File: src/rtl/alu_exec_pipe.sv
// ============================================================================
// Module   : alu_exec_pipe
// Purpose  : Two-stage valid/ready ALU execute unit with zero/overflow/illegal
//            flags, completed-operation counter and sticky overflow flag.
// Revision : 1.0 - initial release
// ============================================================================
`default_nettype none

module alu_exec_pipe #(
  parameter int WIDTH = 32
) (
  input  logic             clk,
  input  logic             reset,
  input  logic             in_valid,
  output logic             in_ready,
  input  logic [2:0]       ALUctr,
  input  logic [WIDTH-1:0] A,
  input  logic [WIDTH-1:0] B,
  output logic             out_valid,
  input  logic             out_ready,
  output logic [WIDTH-1:0] result,
  output logic             zero,
  output logic             overflow,
  output logic             illegal,
  output logic [15:0]      op_count,
  output logic             ovf_seen
);

  localparam logic [2:0] OP_ADDU = 3'b000;
  localparam logic [2:0] OP_ADD  = 3'b001;
  localparam logic [2:0] OP_SUBU = 3'b100;
  localparam logic [2:0] OP_SUB  = 3'b101;
  localparam logic [2:0] OP_SLTU = 3'b110;
  localparam logic [2:0] OP_SLT  = 3'b111;
  localparam int         MSB     = WIDTH - 1;

  // Stage 1 registers
  logic             s1_valid_q, s1_valid_d;
  logic [2:0]       s1_op_q,    s1_op_d;
  logic [WIDTH-1:0] s1_a_q,     s1_a_d;
  logic [WIDTH-1:0] s1_b_q,     s1_b_d;

  // Stage 2 registers
  logic             out_valid_q, out_valid_d;
  logic [WIDTH-1:0] result_q,    result_d;
  logic             zero_q,      zero_d;
  logic             overflow_q,  overflow_d;
  logic             illegal_q,   illegal_d;
  logic [15:0]      op_count_q,  op_count_d;
  logic             ovf_seen_q,  ovf_seen_d;

  // Handshake
  logic s1_adv;
  logic accept;
  logic out_hs;

  // ALU datapath
  logic [WIDTH-1:0] sum;
  logic [WIDTH:0]   diff_ext;
  logic [WIDTH-1:0] diff;
  logic             borrow;
  logic             ovf_add;
  logic             ovf_sub;
  logic [WIDTH-1:0] alu_result;
  logic             alu_ovf;
  logic             alu_illegal;

  always_comb begin
    s1_adv   = !out_valid_q || out_ready;
    in_ready = !reset && (!s1_valid_q || s1_adv);
    accept   = in_valid && in_ready;
    out_hs   = out_valid_q && out_ready;
  end

  // Unsigned borrow out of the subtract gives sltu for free.
  always_comb begin
    sum      = s1_a_q + s1_b_q;
    diff_ext = {1'b0, s1_a_q} - {1'b0, s1_b_q};
    diff     = diff_ext[WIDTH-1:0];
    borrow   = diff_ext[WIDTH];
    ovf_add  = (s1_a_q[MSB] == s1_b_q[MSB]) && (sum[MSB]  != s1_a_q[MSB]);
    ovf_sub  = (s1_a_q[MSB] != s1_b_q[MSB]) && (diff[MSB] != s1_a_q[MSB]);
  end

  always_comb begin
    alu_result  = '0;
    alu_ovf     = 1'b0;
    alu_illegal = 1'b0;
    case (s1_op_q)
      OP_ADDU: alu_result = sum;
      OP_ADD: begin
        alu_result = sum;
        alu_ovf    = ovf_add;
      end
      OP_SUBU: alu_result = diff;
      OP_SUB: begin
        alu_result = diff;
        alu_ovf    = ovf_sub;
      end
      // Sign of the difference corrected by overflow keeps slt exact.
      OP_SLT:  alu_result = {{(WIDTH-1){1'b0}}, diff[MSB] ^ ovf_sub};
      OP_SLTU: alu_result = {{(WIDTH-1){1'b0}}, borrow};
      default: alu_illegal = 1'b1;
    endcase
  end

  always_comb begin
    s1_valid_d = s1_valid_q;
    s1_op_d    = s1_op_q;
    s1_a_d     = s1_a_q;
    s1_b_d     = s1_b_q;
    if (accept) begin
      s1_valid_d = 1'b1;
      s1_op_d    = ALUctr;
      s1_a_d     = A;
      s1_b_d     = B;
    end else if (s1_adv) begin
      s1_valid_d = 1'b0;
    end
  end

  always_comb begin
    out_valid_d = out_valid_q;
    result_d    = result_q;
    zero_d      = zero_q;
    overflow_d  = overflow_q;
    illegal_d   = illegal_q;
    if (s1_adv) begin
      out_valid_d = s1_valid_q;
      if (s1_valid_q) begin
        result_d   = alu_result;
        zero_d     = (alu_result == '0);
        overflow_d = alu_ovf;
        illegal_d  = alu_illegal;
      end
    end
  end

  always_comb begin
    op_count_d = op_count_q;
    ovf_seen_d = ovf_seen_q;
    if (out_hs) begin
      op_count_d = op_count_q + 16'd1;
      ovf_seen_d = ovf_seen_q || overflow_q;
    end
  end

  always_ff @(posedge clk or posedge reset) begin
    if (reset) begin
      s1_valid_q  <= 1'b0;
      s1_op_q     <= 3'b000;
      s1_a_q      <= '0;
      s1_b_q      <= '0;
      out_valid_q <= 1'b0;
      result_q    <= '0;
      zero_q      <= 1'b0;
      overflow_q  <= 1'b0;
      illegal_q   <= 1'b0;
      op_count_q  <= 16'd0;
      ovf_seen_q  <= 1'b0;
    end else begin
      s1_valid_q  <= s1_valid_d;
      s1_op_q     <= s1_op_d;
      s1_a_q      <= s1_a_d;
      s1_b_q      <= s1_b_d;
      out_valid_q <= out_valid_d;
      result_q    <= result_d;
      zero_q      <= zero_d;
      overflow_q  <= overflow_d;
      illegal_q   <= illegal_d;
      op_count_q  <= op_count_d;
      ovf_seen_q  <= ovf_seen_d;
    end
  end

  always_comb begin
    out_valid = out_valid_q;
    result    = result_q;
    zero      = zero_q;
    overflow  = overflow_q;
    illegal   = illegal_q;
    op_count  = op_count_q;
    ovf_seen  = ovf_seen_q;
  end

endmodule

`default_nettype wire

File: config.mk
export PLATFORM = sky130hd
export DESIGN_NAME = alu_exec_pipe
export DESIGN_NICKNAME = d
export VERILOG_FILES = /design/src/rtl/alu_exec_pipe.sv
export SDC_FILE = /design/constraint.sdc
export NUM_CORES = 1
export LEC_CHECK = 0
export ABC_AREA = 1
export CAP_MARGIN = 20
export CORE_ASPECT_RATIO = 0.5
export CORE_MARGIN = 2
export CORE_UTILIZATION = 45
export DETAILED_ROUTE_END_ITERATION = 8
export MAX_ROUTING_LAYER = met4
export PLACE_DENSITY = 0.72
export SLEW_MARGIN = 20
export SYNTH_ARGS = -nofsm -noshare
export SYNTH_HDL_FRONTEND = slang
export SYNTH_SLANG_ARGS = --single-unit
File: constraint.sdc
create_clock -name clk -period 5.1 [get_ports clk]
set_clock_uncertainty 0.1 [all_clocks]
set_input_delay 1.02 -clock clk [delete_from_list [all_inputs] [get_ports clk]]
set_output_delay 1.02 -clock clk [all_outputs]
set_load 0.01 [all_outputs]
==> impl_metrics.toml, run 1 <==
[setup_path]
crit_required_ps = 3980
critPathKind = "in -> out"
timing.rr.start = "s1_a_q[9]"
r2r_cells = 21
startpoint_type = "input pin"
critPathCaptureType = "output port"
reg2reg_slack_ps = 1740
r2r-end = "zero"
cp_max_fo = 2
critical_path_arrival_ps = 2380

[power_and_ir_drop]
seqPwrFrac_pct = 26.6
switchingPower_mw = 2.22
comb_power_share_pct = 48.9
p_per_area_nw_per_um2 = 412
p_leak_nw = 6.36
switching_share_pct = 45.3
power.internal_mw = 2.68
peakVddDrop_uv = 235
total_power_mw = 4.91
p_clk_share_pct = 24.4

[clock_tree]
cts-resized-gates = 0
cts_tree = "built"
clk_latency_ps = 450
post_cts_buffers = 0
clk_pin_slew_ps = 70
cts_buffer_depth = 2
htree_levels = 4
cts.sinks = 121
root_buffer = "clkbuf_16"
holdBufCountCts = 0
cts_made_buffers = 17

[status]
outcome = "completed"

[die]
start_util_pct = 45.7
boundaryPins = 125
die_area_um2 = 23300
die_w_um = 214
coreArea_um2 = 21600
rows = 38
die_h_um = 109

[drt]
finalWirelength_um = 29300
via_count = 9938
antenna_left = 0
firstDrtPassIters = 7
drt-initial-drc-count = 953
wl_per_cell_um = 15.0
via_per_inst = 5.08
remaining_drc_errors = 0

[timing]
worstMarginPinSlew_ps = 1070
setup_viol = 0
maxSlewHeadroom_pct = 27.9
fin_ws_ps = 1600
fmax_ghz = 0.286
fin_crit_sh_pct = 68.6
setup_tns_ps = 0
whs_ps = 363
grt_setup_unrepaired = "no"
maxSlewViolCount = 0
fin_crit_ps = 3500
final-hold-violation-count = 0

[flow_run]
cap_violations = 0

[logic_synthesis]
yosys_most_used_dff = "dfrtp_1"
synth_nets = 1681
synth_area_um2 = 9890
synth_cell_type_count = 41
synthCells = 1543
synth-seq-cells = 121
avgSynthCellArea_um2 = 6.41
yosys_warnings = 0
ys_seq_area_share_pct = 30.6
async_flop_share_pct = 100
synth-edff-count = 0

[worst_hold_path]
hold_end = "ovf_seen"
holdCritPathClass = "reg -> reg"
worstHoldStart = "ovf_seen"
whs_path_depth = 1

[global_routing]
grt-ovfl-total = 0
grt_pass1_wl_um = 46900
track_usage_pct = 27.4
antenna_found_initial = 0
grt_pass1_vias = 9207
grt_max_degree = 62

[final_layout]
final_nets = 1782
diodes = 0
syn2layout_area_growth_pct = 20.3
drive_gt1_share_pct = 5.07

[placed_design]
place_ws_ps = 1560
port_buffers = 124
hpwl_um = 23400
gp_congestion = 1.02
## cell families (layout without fill, tap and decap cells)
kind of cell             after synthesis  after routing  share of synthesized area (%)
AND/OR/NAND/NOR                      831            831                           34.4
adder cells (fa/ha/maj)               67             67                           8.70
buffers and inverters                316            430                           12.7
flip-flops                           121            121                           30.6
AO/OA/AOI/OAI                        163            163                           8.86
multiplexers                          31             31                           3.53
XOR/XNOR                              14             14                           1.24
## cells in the mapped netlist (all sizes together) (3+ instances only)
cell    count  area, µm²
inv       268       1010
dfrtp     121       3030
xnor2       8       70.1
xor2        6       52.6
a21o        3       22.5
ha         64        801
nand4      17        106
nand2     475       1790
buf        34        184
nor4        3       18.8
a21oi      92        460
mux2       31        349
nor3       15       85.1
fa          3       60.1
nand3     126        636
o21ai      36        180
clkbuf     13       60.1
o21bai      6       45.0
a31oi      22        138
nor2      188        713
## stage by stage
step	cell area, µm²	utilization [%]	cells
after floorplan	9890	-	1543
after global placement	11300	52.3	1925
after detailed placement	11300	52.3	1925
after CTS	11900	55.0	1957
after global routing	11900	55.0	1957
final	11900	55.0	1957
## cells in the final DEF, fill, tap and decap left out, drive strengths merged
cell type | Yosys | final
clkinvlp | 0 | 2
clkbuf | 13 | 17
o31ai | 1 | 1
xnor2 | 8 | 8
nand3b | 2 | 2
clkdlybuf4s50 | 0 | 124
dfrtp | 121 | 121
a21boi | 1 | 1
nor2 | 188 | 188
inv | 268 | 279
a22oi | 1 | 1
nor4 | 3 | 3
ha | 64 | 64
nand4 | 17 | 17
o21bai | 6 | 6
and3 | 1 | 1
xor2 | 6 | 6
fa | 3 | 3
nand2 | 475 | 475
nand3 | 126 | 126
a31oi | 22 | 22
clkinv | 1 | 3
nor3 | 15 | 15
a21oi | 92 | 92
mux2 | 31 | 31
buf | 34 | 5
o21a | 1 | 1
o21ai | 36 | 36
nor3b | 2 | 2
and2 | 2 | 2
a21o | 3 | 3
## flip-flops by register name (all words and copies together), names as in the netlist, 3 cells and up
signal    cells
s1_a_q       32
s1_b_q       32
result       32
op_count     16
s1_op_q       3
## layout make-up
type	instances	area, µm²
well taps	300	375
multi-input cells	1106	5620
inverters	269	1010
repair buffers	129	1290
clock inverters	15	151
flip-flops and latches	121	3030
fillers	2196	9730
clock buffers	17	425
## power groups by stage
stage	clock (mW)	combinational [mW]	sequential [mW]
2_1_floorplan	0	1.53	1.34
3_3_place_gp	0	2.34	1.32
3_5_place_dp	0	2.34	1.32
4_1_cts	1.21	2.36	1.31
5_1_grt	1.26	2.68	1.33
6_report	1.20	2.40	1.31
## worst max-delay path, cell delays in order
cell,delay (ps)
clkdlybuf4s50_1,490
inv_1,60
nand3_1,80
nand2_1,80
inv_1,110
clkdlybuf4s50_1,550
## worst max-delay path by stage
stage	startpoint	end	slack (ps)
4_1_cts	out_ready	in_ready	1590
2_1_floorplan	reset	in_ready	130
5_1_grt	s1_b_q[2]	zero	1440
3_5_place_dp	out_ready	zero	1560
6_report	out_ready	in_ready	1600
3_3_place_gp	out_ready	zero	1600
## metal layers
metal | vias up | track usage (%) | wire length [µm] | part of all wire (%)
li1 | 5021 | - | - | -
met4 | 0 | 10.1 | 766 | 2.6
met1 | 4490 | 37.4 | 13800 | 47
met3 | 52 | 4.52 | 2430 | 8.3
met2 | 375 | 41.0 | 12400 | 42
met5 | - | - | 0 | 0
Power figures use the tool's default switching activity.
==> run 2, diff against run 1 <==
clock period = 3.3 ns   (was 5.1 ns; I/O delays follow)
==> impl_metrics.toml, run 2 (synthesized netlist as in run 1, its figures left out) <==
[die]
rows = 38
start_util_pct = 45.7
die_area_um2 = 23300
boundaryPins = 125
die_h_um = 109
die_w_um = 214
coreArea_um2 = 21600

[clock_tree]
clk_latency_ps = 450
cts_buffer_depth = 2
holdBufCountCts = 0
root_buffer = "clkbuf_16"
cts.sinks = 121
cts_tree = "built"
clk_pin_slew_ps = 60
cts_made_buffers = 17
htree_levels = 4

[timing]
fin_crit_ps = 3000
setup_viol = 0
worstMarginPinSlew_ps = 833
fmax_ghz = 0.333
maxSlewViolCount = 0
final-hold-violation-count = 0
fin_ws_ps = 296
fin_crit_sh_pct = 91.0
setup_tns_ps = 0
grt_setup_unrepaired = "no"
maxSlewHeadroom_pct = 44.0

[final_layout]
fin_util_pct = 56.8
drive_gt1_share_pct = 8.62
mostFrequentLayoutCells = "nand2_1, inv_1, nor2_1, nand3_1, clkdlybuf4s50_1"
diodes = 0
final_nets = 1809
final_common_cell = "nand2_1"
syn2layout_area_growth_pct = 24.2
num-fill-cells = 2150

[setup_path]
critical_path_arrival_ps = 3240
path_cells = "ha_1 > nand2_2 > inv_1 > nand2_1 > nand2_1 > a21oi_1 > nand2_2 > nand2_1 > nand2_2 > nand3_1 > nand2_2 > fa_1 > nor2_1 > a31oi_1 > nand2_1 > nor2_1 > nand2_1 > nor2_2 > nand2_1 > nor2_1 > nand2_1 > nand2_1"
cp_max_fo = 3
critPathSlowestCell = "dfrtp_1"
crit_path_frequent_cell = "nand2_1"
slowest_delay_ps = 410
startpoint_type = "register"
critPathCaptureType = "register"
critPathKind = "reg -> reg"
crit_required_ps = 3540

[placed_design]
place_ws_ps = 262
port_buffers = 124
gp_congestion = 1.00
hpwl_um = 24100

[global_routing]
met2_usage_pct = 42.8
met3_usage_pct = 5.59
grt_pass1_vias = 9474
track_usage_pct = 27.9
grt-ovfl-total = 0
grt_pass1_wl_um = 48100
top_usage_layer = "met2"
grt_max_degree = 122
antenna_found_initial = 0
met1_usage_pct = 37.5

[worst_hold_path]
holdCritPathClass = "reg -> reg"

[status]
outcome = "completed"

[drt]
finalWirelength_um = 30100
antenna_left = 0
remaining_drc_errors = 0
wl_per_cell_um = 15.2
via_per_inst = 5.09
firstDrtPassIters = 5
drt-initial-drc-count = 877
via_count = 10100

[flow_run]
cap_violations = 0

[power_and_ir_drop]
p_per_area_nw_per_um2 = 642
p_leak_nw = 6.50
peakVddDrop_uv = 299
total_power_mw = 7.88
[run 2: changes by cell type in the layout (fill, tap and decap cells not counted), moves of 5 or more]
cell / before / now
a21oi_1: 92 / 80
a21oi_2: 0 / 12
buf_4: 4 / 29
ha_1: 64 / 57
ha_2: 0 / 5
inv_8: 6 / 0
nand2_1: 472 / 465
nand2_2: 2 / 9
nor2_1: 185 / 180
[run 2: final timing paths]
check | slack (ps) | startpoint | cells after the start | endpoint
max in group asynchronous | 1950 | reset | 3 | s1_a_q[1]
min | 350 | ovf_seen | 1 | ovf_seen
max reg2reg | 300 | s1_a_q[7] | 22 | zero
max | 300 | s1_a_q[7] | 22 | zero
min reg2reg | 350 | ovf_seen | 1 | ovf_seen
min in group asynchronous | 680 | reset | 3 | out_valid
[run 2: stage by stage]
step	area (µm²)	std cells	hold slack [ps]
3_3_place_gp	11600	1950	340
3_5_place_dp	11600	1950	343
2_1_floorplan	10000	1543	393
5_1_grt	12300	1983	373
6_report	12300	1983	355
4_1_cts	12200	1981	357
[run 2: routing by layer]
layer | part of all wire [%] | wire [µm] | vias to the layer above
li1 | - | - | 5073
met1 | 47 | 14300 | 4646
met2 | 43 | 13000 | 327
met3 | 7.5 | 2260 | 45
met4 | 1.9 | 566 | 0
met5 | 0 | 0 | -
[run 2: timing repair]
| item | in CTS | in global routing |
|---|---|---|
| setup endpoints to repair | 0 | 2 |
| buffers inserted | 0 | 2 |
| gates resized for setup | 0 | 24 |
[run 2: final cells by class]
cell class,count,area [µm²],area share (%)
tap,300,375,3.06
clock buffer,17,425,3.46
sequential,121,3030,24.7
multi-input combinational,1106,5740,46.8
timing repair buffer,156,1520,12.4
clock inverter,14,175,1.43
inverter,269,1010,8.25
[run 2: critical path: cells and delay by family (launching register included)]
family	cells	cell delay, ps
fa+ha+maj	2	730
flops	1	410
compound gates	2	330
buf+inv	1	50
simple gates	17	1290
[run 2: power breakdown]
group	internal, mW	switching (mW)
Clock	1.19	0.755
Combinational	1.49	2.44
Sequential	1.79	0.229
==> run 3, diff against run 2 <==
GPL_ROUTABILITY_DRIVEN = 0   (was default)
SKIP_CTS_REPAIR_TIMING = 1   (was default)
==> impl_metrics.toml, run 3 (synthesized netlist as in run 1, its figures left out) <==
[status]
outcome = "completed"

[setup_path]
startpoint_type = "register"
cp_max_fo = 4
cp_top_family = "simple AND/OR/NAND/NOR gates"
slowest_delay_ps = 450
critPathCaptureType = "register"
path_buf_inv = 0
critical_path_arrival_ps = 3360
crit_required_ps = 3580
crit_path_frequent_cell = "nand2_1"
path_cells = "ha_1 > nand2_1 > nor3_2 > nand2_1 > nor2_1 > nand2_1 > nand2_1 > nand3_1 > nand2_1 > fa_1 > nand2_1 > nand3_1 > nor2_1 > nand3_1 > nor2_1 > nand2_1 > nand2_1"
critPathSlowestCell = "fa_1"
critPathKind = "reg -> reg"

[timing]
grt_setup_unrepaired = "no"
worstMarginPinSlew_ps = 779
fin_crit_ps = 3080
maxSlewHeadroom_pct = 47.6
fmax_ghz = 0.325
fin_crit_sh_pct = 93.3
final-hold-violation-count = 0
whs_ps = 354
setup_tns_ps = 0
setup_viol = 0
fin_ws_ps = 221
maxSlewViolCount = 0

[die]
coreArea_um2 = 21600
boundaryPins = 125
die_h_um = 109
rows = 38
start_util_pct = 45.7
die_area_um2 = 23300
die_w_um = 214

[power_and_ir_drop]
p_leak_nw = 6.49
seqPwrFrac_pct = 26.1
p_per_area_nw_per_um2 = 631
p_clk_share_pct = 23.7
switchingPower_mw = 3.32
power.internal_mw = 4.39
peakVddDrop_uv = 335
switching_share_pct = 43.0
comb_power_share_pct = 50.2

[final_layout]
mostFrequentLayoutCells = "nand2_1, inv_1, nor2_1, nand3_1, clkdlybuf4s50_1"
drive_gt1_share_pct = 8.02
final_common_cell = "nand2_1"
syn2layout_area_growth_pct = 23.6
fin_area_um2 = 12200
diodes = 0
final_nets = 1810
num-fill-cells = 2143

[global_routing]
grt_pass1_vias = 9608
grt-ovfl-total = 0
antenna_found_initial = 0
track_usage_pct = 27.2
grt_max_degree = 122
grt_pass1_wl_um = 47400

[drt]
met3_length_um = 2700
wl_per_cell_um = 14.6
via_per_inst = 5.12
antenna_left = 0
via_count = 10200
top_layer = "met4"
finalWirelength_um = 28900
wl_met2_um = 12200
drt-initial-drc-count = 928
wl_met1_um = 13100
remaining_drc_errors = 0
firstDrtPassIters = 6

[clock_tree]
cts_buffer_depth = 2
cts_tree = "built"
cts_made_buffers = 17
root_buffer = "clkbuf_16"
clk_latency_ps = 440
htree_levels = 4
cts.sinks = 121
clk_pin_slew_ps = 60

[placed_design]
hpwl_um = 23100
place_ws_ps = 105
dpl_cell_area_um2 = 11600
port_buffers = 124

[flow_run]
cap_violations = 0

[worst_hold_path]
holdCritPathClass = "reg -> reg"
## run 3: worst paths after layout
path                       cells after the start     endpoint  slack [ps]       start
setup / recovery                              17         zero         220  s1_a_q[26]
hold / removal                                 1     ovf_seen         350    ovf_seen
setup reg to reg                              17         zero         220  s1_a_q[26]
hold reg to reg                                1     ovf_seen         350    ovf_seen
max in group asynchronous                      3   s1_b_q[21]        1920       reset
min in group asynchronous                      3  op_count[1]         680       reset
## run 3: stage by stage
stage / total power, mW / std cells / utilization, %
6_report: 7.71 / 1984 / 56.5
5_1_grt: 8.32 / 1984 / 56.5
4_1_cts: 7.62 / 1981 / 56.1
2_1_floorplan: 4.47 / 1543 / -
3_3_place_gp: 5.73 / 1950 / 53.5
3_5_place_dp: 5.76 / 1950 / 53.5
## run 3: area by class of cell
| cell class | instances | area, µm² | area share (%) |
|---|---|---|---|
| multi-input cells | 1106 | 5720 | 46.8 |
| flip-flops and latches | 121 | 3030 | 24.8 |
| clock buffers | 20 | 447 | 3.66 |
| repair buffers | 157 | 1510 | 12.4 |
| inverters | 269 | 1010 | 8.29 |
| clock inverters | 11 | 124 | 1.01 |
| well taps | 300 | 375 | 3.07 |
## run 3: layer usage
| layer | vias up | global-route usage, % |
|---|---|---|
| met5 | - | - |
| met4 | 0 | 10.4 |
| met3 | 65 | 6.19 |
| met2 | 412 | 41.5 |
| met1 | 4617 | 35.2 |
| li1 | 5069 | - |
## run 3: power groups by stage
stage	logic, mW	clock network (mW)	registers (mW)
floorplan	2.40	0	2.07
global placement	3.70	0	2.03
detailed placement	3.73	0	2.04
CTS	3.75	1.86	2.02
global route	4.33	1.93	2.06
finish	3.87	1.83	2.01
